### src/rtl/shift_reg_serdes_pkg.sv
// rtl/shift_reg_serdes_pkg.sv - shared types for the shift-register serdes
package shift_reg_serdes_pkg;

    typedef enum logic {
        ST_IDLE  = 1'b0,
        ST_SHIFT = 1'b1
    } serdes_state_t;

endpackage

### src/rtl/shift_reg_serdes_core.sv
// rtl/shift_reg_serdes_core.sv - WIDTH-bit load/shift/hold register with selectable direction
module shift_reg_core #(
    parameter int WIDTH     = 8,
    parameter bit MSB_FIRST = 1'b1
) (
    input  logic             clk,
    input  logic             reset,
    input  logic             i_load,
    input  logic [WIDTH-1:0] i_d,
    input  logic             i_shift,
    input  logic             i_sdi,
    output logic [WIDTH-1:0] o_shifted,
    output logic             o_out_bit
);

    logic [WIDTH-1:0] r_shreg;
    logic [WIDTH-1:0] w_shifted;

    // Output end is the MSB when shifting left, the LSB when shifting right.
    generate
        if (MSB_FIRST) begin : g_left
            assign w_shifted = {r_shreg[WIDTH-2:0], i_sdi};
            assign o_out_bit = r_shreg[WIDTH-1];
        end else begin : g_right
            assign w_shifted = {i_sdi, r_shreg[WIDTH-1:1]};
            assign o_out_bit = r_shreg[0];
        end
    endgenerate

    always_ff @(posedge clk) begin
        if (reset) begin
            r_shreg <= '0;
        end else if (i_load) begin
            r_shreg <= i_d;
        end else if (i_shift) begin
            r_shreg <= w_shifted;
        end
    end

    assign o_shifted = w_shifted;

endmodule

### src/rtl/shift_reg_serdes.sv
// rtl/shift_reg_serdes.sv - full-duplex serializer/deserializer with valid/ready load
module shift_reg_serdes
    import shift_reg_serdes_pkg::*;
#(
    parameter int WIDTH     = 8,
    parameter bit MSB_FIRST = 1'b1
) (
    input  logic             clk,
    input  logic             reset,
    input  logic             load_valid,
    output logic             load_ready,
    input  logic [WIDTH-1:0] d,
    input  logic             shift_en,
    input  logic             sdi,
    output logic             sdo,
    output logic             busy,
    output logic [WIDTH-1:0] q,
    output logic             q_valid
);

    localparam int CNT_W = $clog2(WIDTH);
    localparam logic [CNT_W-1:0] CNT_LAST = CNT_W'(WIDTH - 1);

    serdes_state_t    r_state;
    serdes_state_t    w_next_state;
    logic [CNT_W-1:0] r_cnt;
    logic [WIDTH-1:0] r_q;
    logic             r_q_valid;

    logic             w_load;
    logic             w_shift;
    logic             w_last;
    logic [WIDTH-1:0] w_shifted;
    logic             w_out_bit;

    assign w_load  = (r_state == ST_IDLE) && load_valid;
    assign w_shift = (r_state == ST_SHIFT) && shift_en;
    assign w_last  = w_shift && (r_cnt == CNT_LAST);

    shift_reg_core #(
        .WIDTH     (WIDTH),
        .MSB_FIRST (MSB_FIRST)
    ) u_core (
        .clk       (clk),
        .reset     (reset),
        .i_load    (w_load),
        .i_d       (d),
        .i_shift   (w_shift),
        .i_sdi     (sdi),
        .o_shifted (w_shifted),
        .o_out_bit (w_out_bit)
    );

    always_ff @(posedge clk) begin
        if (reset) begin
            r_state <= ST_IDLE;
        end else begin
            r_state <= w_next_state;
        end
    end

    always_comb begin
        w_next_state = r_state;
        case (r_state)
            ST_IDLE:  if (load_valid) w_next_state = ST_SHIFT;
            ST_SHIFT: if (w_last)     w_next_state = ST_IDLE;
            default:  w_next_state = ST_IDLE;
        endcase
    end

    // Counter and capture; q takes the post-shift value on the final shift.
    always_ff @(posedge clk) begin
        if (reset) begin
            r_cnt     <= '0;
            r_q       <= '0;
            r_q_valid <= 1'b0;
        end else begin
            r_q_valid <= 1'b0;
            if (w_load) begin
                r_cnt <= '0;
            end else if (w_shift) begin
                r_cnt <= r_cnt + CNT_W'(1);
                if (w_last) begin
                    r_q       <= w_shifted;
                    r_q_valid <= 1'b1;
                end
            end
        end
    end

    always_comb begin
        load_ready = 1'b0;
        busy       = 1'b0;
        sdo        = 1'b0;
        case (r_state)
            ST_IDLE:  load_ready = 1'b1;
            ST_SHIFT: begin
                busy = 1'b1;
                sdo  = w_out_bit;
            end
            default:  load_ready = 1'b0;
        endcase
    end

    assign q       = r_q;
    assign q_valid = r_q_valid;

endmodule

### config.mk
export PLATFORM = sky130hd
export DESIGN_NAME = shift_reg_serdes
export DESIGN_NICKNAME = d
export VERILOG_FILES = /design/src/rtl/shift_reg_serdes_pkg.sv /design/src/rtl/shift_reg_serdes_core.sv /design/src/rtl/shift_reg_serdes.sv
export SDC_FILE = /design/constraint.sdc
export NUM_CORES = 1
export LEC_CHECK = 0
export CAP_MARGIN = 20
export CORE_MARGIN = 2
export CORE_UTILIZATION = 40
export DETAILED_ROUTE_END_ITERATION = 10
export PLACE_DENSITY_LB_ADDON = 0.25
export SYNTH_ARGS = -nofsm -noshare
export SYNTH_HDL_FRONTEND = slang
export SYNTH_SLANG_ARGS = --single-unit
### constraint.sdc
create_clock -name clk -period 1.7 [get_ports clk]
set_input_delay 0.51 -clock clk [delete_from_list [all_inputs] [get_ports clk]]
set_output_delay 0.51 -clock clk [all_outputs]
set_load 0.005 [all_outputs]
# Word level (Yosys, flattened, before mapping)

Cells that the tools add are included.

Register bits: 21
Bits in latches: 0
Memory bits (writable): 0
ROM bits: 0
Bits of input ports: 13
Logic and storage cells: 26
Memories: 0

Add/sub/neg operators: 1
$mul: 0
Divide/modulo/power cells: 0
Magnitude comparators: 0
Eq/ne operators: 1
Shifts and indexed selects: 0
Multiplexer cells: 9
Bitwise operators: 3
Reduce and logical (&&, ||, !) cells: 7

Operators by type and width:

| kind                | number |
|---|---|
| $mux 8              | 2 |
| $mux 1              | 6 |
| $add 3x1->3 const B | 1 |
| $eq 3x3->1 const B  | 1 |
| $logic_and 1x1->1   | 3 |
| $not 1->1           | 3 |
| $reduce_and 3->1    | 1 |
| $reduce_or 3->1     | 1 |
| $pmux 1 s2          | 1 |
| $reduce_bool 2->1   | 1 |
| $reduce_or 2->1     | 1 |

# Logic depth before layout (Yosys ltp)

Gate-level depths: netlist (run 1).

Depth after elaboration: 4
Depth in mapped cells: 6
Mapped depth without buffers: 5

# By module

From an unflattened synthesis (run 1), not the netlist that was laid out.

Cells, all modules: 97
Area, all modules: 983.4 µm²

By module, submodules not included:

| module           | times used | cells an instance | area an instance (µm²) |
|---|---|---|---|
| shift_reg_serdes | 1          | 61                | 606.8 |
| shift_reg_core   | 1          | 36                | 376.6 |

# Worst setup path after synthesis (run 1)

Ideal clock, no wire load.

Path kind: register to register
Start point: register r_cnt[0]
End point: register r_q[0], in the netlist q[0]
Library setup time: 0.132 ns
Arrival: 1.088 ns
Data required time: 1.568 ns
Path slack: 0.480 ns
Stages on the path, launching flop included: 7
Buffers on the path: 1
Cells stage by stage: dfxtp_1 ha_1 ha_1 and3_1 buf_2 nand2_1 a21oi_1

Cells in the longest elaborated chain, start to end: 3

RTL lines:

| what                              | RTL line               | source |
|---|---|---|
| from (decl)                       | shift_reg_serdes.sv:26 | `logic [CNT_W-1:0] r_cnt;` |
| from (signal assigned)            | shift_reg_serdes.sv:82 | `r_cnt <= r_cnt + CNT_W'(1);` |
| $eq 3x3->1                        | shift_reg_serdes.sv:38 | `assign w_last = w_shift && (r_cnt == CNT_LAST);` |
| $logic_and 1x1->1                 | shift_reg_serdes.sv:38 |  |
| $reduce_and 3->1 (no source line) | n/a                    |  |
| to (signal assigned)              | shift_reg_serdes.sv:84 | `r_q <= w_shifted;` |
| to (decl)                         | shift_reg_serdes.sv:27 | `logic [WIDTH-1:0] r_q;` |

No other way between the ends.
A chain may end at the register's enable or synchronous reset.

# Worst setup path after layout (run 1)

Start point: register r_q[0], in the netlist q[0]
End point: output port q[0]

RTL lines:

| what      | RTL line               | source |
|---|---|---|
| to (decl) | shift_reg_serdes.sv:17 | `output logic [WIDTH-1:0] q,` |

No word-level cell between the ends.

==> results.ini, run 1 <==
[outcome]
status = complete, no violations

[clock_tree]
tritoncts = built
clock_sinks = 21
cts_root_buf = clkbuf_4
cts_buffer_depth = 2
postCtsSetupBuffers = 0
numCtsBuffers = 3
clock_latency_ns = 0.29
htreeDepth = 1
clkTransAtPathRegs_ns = 0.11

[sta]
setup_ws_ns = 0.0512
finalCritPeriodShare_pct = 97.0
final-setup-viol-count = 0
hold_viol = 0
fin_skew_ns = 0.00416
finalMaxSlewViolations = 0
final.setup.tns_ns = 0
min_period_ns = 1.65
slew_headroom_pct = 89.1
fmax_mhz = 607
tightestPinTransition_ns = 0.159
rsz0062_at_grt = no

[floorplanning]
rows = 16
dieHeight_um = 50.5
die-area_sq_um = 2550
die_w_um = 50.5
core-area_sq_um = 2000
pin_count = 25
start_util_pct = 43.1

[synthesis]
netlist_instances = 97
ys_types = 24
synthTopCellsByArea = dfxtp_1 (49%), nand2_1 (11%), a21oi_1 (8.1%)
ys_seq_elements = 21
yosysTopAreaCell = dfxtp_1
syn_area_sq_um = 863
ys_seq_area_share_pct = 48.7
synth_edf_count = 0
syn_nets = 112
netlist_top_cells_count = nand2_1 (26), dfxtp_1 (21), a21oi_1 (14), a22oi_1 (6), nor2_1 (4)
synth_top_flop_cell = dfxtp_1
avgSynthCellArea_sq_um = 8.90
yosysWarnings = 0
postSynth.asyncResetShare_pct = 0
netlist.area_leader.share_pct = 48.7
synth.most_common_cell = nand2_1

[finish]
multi_input_area_sq_um = 399
n_antenna_cell = 0
stdcell_area_sq_um = 1200
regArea_sq_um = 422
layout-drive-gt1-share_pct = 15.0
layout.nets = 143
area_delta_synth_final_pct = 39.1
final_util_pct = 60.0
num-fill-cells = 184

[power_and_ir_drop]
power_w = 0.000864
peakVddDrop_uv = 480
p_leak_nw = 0.459
p_per_area_nw_per_um2 = 719

[min_path]
min_path_cells = 2
whs_endpoint = q[7]
hold_class = reg2reg
hold_start = q[7]

[critical_path]
cp.arrival_ns = 1.14
crit_cells = 1
cp.buffers_inverters = 1
slowest_delay_ns = 0.50
start_kind = flop
endpoint_kind = output pin
crit_chain = clkdlybuf4s50_1
cp_slowest_cell = clkdlybuf4s50_1
r2r-start = r_cnt[0]
critPathRequiredTime_ns = 1.19
crit_fanout = 2
reg2reg_to = q[5]
path_class = reg2out
critPathTopFamily = buffers and inverters
r2r_slack_ns = 0.39
reg2regPathDepth = 6

[detailed_routing]
viasPerCell = 4.69
wl_um = 1710
via_count = 723
firstDrtPassIters = 4
routedWlPerCell_um = 11.1
ant_nets = 0
drtIter0Drc = 12
drc = 0

[placed_design]
gp_congestion = 0.764
dpl_cell_area_sq_um = 1170
port_buffers = 24
dp_slack_ns = -0.0249
place_hpwl_um = 1240

[global_route]
grt-ovfl-total = 0
grt.total_usage_pct = 15.0
grt_pass1_wl_um = 2880
antenna_found_initial = 0
grt_max_degree = 22
grt_pass1_vias = 690

[run]
maxCapViolCount = 0

-- kinds of logic (layout without fill, tap and decap cells) --
logic type | Yosys count | in the layout | share of synthesized area, %
adder cells (fa/ha/maj) | 2 | 2 | 2.90
buffers and inverters | 7 | 37 | 5.07
AND/OR/NAND/NOR | 41 | 41 | 22.3
XOR/XNOR | 1 | 1 | 1.01
multiplexers | 3 | 3 | 3.91
AO/OA/AOI/OAI | 22 | 22 | 16.1
flip-flops | 21 | 21 | 48.7
-- layout by cell type (no fill, tap or decap) --
cell type        synthesis  layout
nand2_2                  1       1
dfxtp_1                 21      20
and2_4                   1       1
a311oi_2                 1       1
nand2_1                 26      26
clkbuf_1                 2       1
inv_1                    1       1
and2_1                   1       1
nor2b_1                  1       1
a22oi_1                  6       6
clkbuf_4                 0       3
buf_12                   0       1
ha_1                     2       2
mux2i_1                  2       2
nor3_2                   3       3
nor2_1                   4       4
a21oi_1                 14      14
nand3_1                  1       1
mux2i_2                  1       1
nor3_1                   1       1
dfxtp_2                  0       1
dlygate4sd2_1            0       1
clkdlybuf4s50_1          0      21
dlymetal6s2s_1           0       2
nand2b_1                 1       1
and3_1                   1       1
a311oi_1                 1       1
xnor2_1                  1       1
buf_4                    0       7
-- how the worst max path moves through the flow --
stage	start	to
after floorplan	r_cnt[0]	q[0]
after global placement	load_valid	u_core.r_shreg[7]
after detailed placement	load_valid	u_core.r_shreg[7]
after CTS	r_state	load_ready
after global routing	q[2]	q[2]
final	q[0]	q[0]
-- per-layer routing --
| layer | global-route usage [%] | vias up | share of wire, % |
|---|---|---|---|
| met5 | 0 | - | 0 |
| met3 | 2.68 | 2 | 3.1 |
| met2 | 25.0 | 10 | 47 |
| li1 | - | 390 | - |
| met1 | 19.4 | 321 | 49 |
| met4 | 5.41 | 0 | 0.58 |
-- where the power goes --
part / leakage [nW] / switching (W) / internal (W)
clock network: 0.0150 / 0.000137 / 0.0000911
logic: 0.273 / 0.0000500 / 0.0000653
registers: 0.171 / 0.0000120 / 0.000508
-- area by class of cell --
type / instances / share of cell area [%]
clock buffer: 4 / 2.19
multi-input combinational: 69 / 33.2
timing repair buffer: 32 / 26.4
sequential: 21 / 35.1
tap: 27 / 2.81
inverter: 1 / 0.313
-- repair_timing --
action | in CTS | in global routing
setup endpoints to repair | 3 | 2
resized for setup | 2 | 2
hold buffers | 0 | 0
cloned | 0 | 0
-- per-stage QoR --
| stage | hold WS, ns | instances |
|---|---|---|
| floorplan | 0.432 | 97 |
| global placement | 0.443 | 150 |
| detailed placement | 0.447 | 150 |
| CTS | 0.462 | 154 |
| global route | 0.492 | 154 |
| finish | 0.459 | 154 |
-- registers in the layout (all words and copies together), names as in the netlist --
register and cells:
q 8, q_valid 1, u_core.r_shreg 8, r_cnt 3
r_state 1
No activity file was read; power rests on OpenSTA's default activity.
==> run 2, diff against run 1 <==
==> constraint.sdc (replaced) <==
create_clock -name clk -period 1.7 [get_ports clk]
set_input_delay 0.51 -clock clk [delete_from_list [all_inputs] [get_ports clk]]
set_output_delay 0.51 -clock clk [all_outputs]
set_load 0.01 [all_outputs]
==> results.ini, run 2 (synthesized netlist as in run 1, its figures left out) <==
[outcome]
status = complete, no violations

[power_and_ir_drop]
p_leak_nw = 0.593
p_per_area_nw_per_um2 = 711
peakVddDrop_uv = 482
power_w = 0.000863

[sta]
fin_hold_ws_ns = 0.460
fin_skew_ns = 0.00596
rsz0062_at_grt = no
slew_headroom_pct = 89.1
fmax_mhz = 611
final.setup.tns_ns = 0
tightestPinTransition_ns = 0.159
min_period_ns = 1.64
finalCritPeriodShare_pct = 96.2
finalMaxSlewViolations = 0
hold_viol = 0
final-setup-viol-count = 0

[clock_tree]
postCtsSetupBuffers = 0
clkTransAtPathRegs_ns = 0.10
cts_hold_buffers = 0
cts_root_buf = clkbuf_4
tritoncts = built
clock_latency_ns = 0.29
numCtsBuffers = 3
cts_buffer_depth = 2
htreeDepth = 1
clock_sinks = 21

[detailed_routing]
firstDrtPassIters = 4
drc = 0
drtIter0Drc = 7
via_count = 745
viasPerCell = 4.84
routedWlPerCell_um = 11.5
wl_um = 1760
ant_nets = 0

[critical_path]
cp.arrival_ns = 1.13
crit_chain = clkdlybuf4s50_1
path_class = reg2out
slowest_delay_ns = 0.52
cp_slowest_cell = clkdlybuf4s50_1
endpoint_kind = output pin
crit_fanout = 1
start_kind = flop
critPathTopFamily = buffers and inverters
critPathRequiredTime_ns = 1.19
cp.buffers_inverters = 1

[floorplanning]
start_util_pct = 43.1
die_w_um = 50.5
dieHeight_um = 50.5
rows = 16
pin_count = 25
core-area_sq_um = 2000
die-area_sq_um = 2550

[finish]
layout-drive-gt1-share_pct = 15.0
final_cell_count_no_fill = 154
multi_input_area_sq_um = 399
area_delta_synth_final_pct = 40.6
n_antenna_cell = 0
final_cell_mix = nand2_1 (26), dfxtp_1 (20), a21oi_1 (14), clkdlybuf4s50_1 (13), dlymetal6s2s_1 (8)
num-fill-cells = 180
layout.nets = 143
final_common_cell = nand2_1
regArea_sq_um = 422

[global_route]
antenna_found_initial = 0
grt_max_degree = 22
grt_pass1_vias = 696
grt.total_usage_pct = 15.1
grt-ovfl-total = 0
grt_pass1_wl_um = 2900

[placed_design]
port_buffers = 24
place_hpwl_um = 1240
gp_congestion = 0.764
dp_cells = 150

[run]
maxCapViolCount = 0

[min_path]
hold_class = reg2reg

## run 2: cell types whose count changed in the layout (fill, tap and decap cells not counted)
cell,previous run,this run
dlygate4sd2_1,1,3
clkdlybuf4s50_1,21,13
dlymetal6s2s_1,2,8
## run 2: per-stage QoR
step	area [sq um]	util (%)	setup WS [ns]
floorplan	863	-	0.480
global placement	1170	58.4	0.00251
detailed placement	1170	58.4	-0.0249
CTS	1190	59.6	0.00187
global route	1210	60.6	0.00714
finish	1210	60.6	0.0642
## run 2: repair_timing
| item | 4_1_cts | 5_1_grt |
|---|---|---|
| resized for setup | 4 | 8 |
| setup endpoints to repair | 3 | 8 |
| cloned | 0 | 0 |
## run 2: cell type report
cell class	count	share of cell area, %
sequential	21	34.7
multi-input combinational	69	32.9
timing repair buffer	32	27.1
tap	27	2.78
clock buffer	4	2.16
inverter	1	0.309
## run 2: layer usage
metal  GRT usage [%]  share of wire, %  wire length (um)  up-vias
met5               0                 0                 0        -
met4            5.41              0.57                10        0
met3            2.68               5.0                88        2
met2            25.2                49               865       16
met1            19.4                45               799      339
li1                -                 -                 -      388
## run 2: worst paths after layout
path / from / to / slack (ns) / cells past startpoint
max reg2reg: r_cnt[0] / q[5] / 0.37 / 6
min reg2reg: q[6] / q[6] / 0.46 / 2
max: q_valid / q_valid / 0.06 / 1
min: q[6] / q[6] / 0.46 / 2
## run 2: power breakdown
| group | switching (W) | total [W] | internal (W) |
|---|---|---|---|
| combinational | 0.0000512 | 0.000115 | 0.0000640 |
| clock | 0.000137 | 0.000228 | 0.0000911 |
| sequential | 0.0000121 | 0.000520 | 0.000508 |
| total | 0.000200 | 0.000863 | 0.000663 |
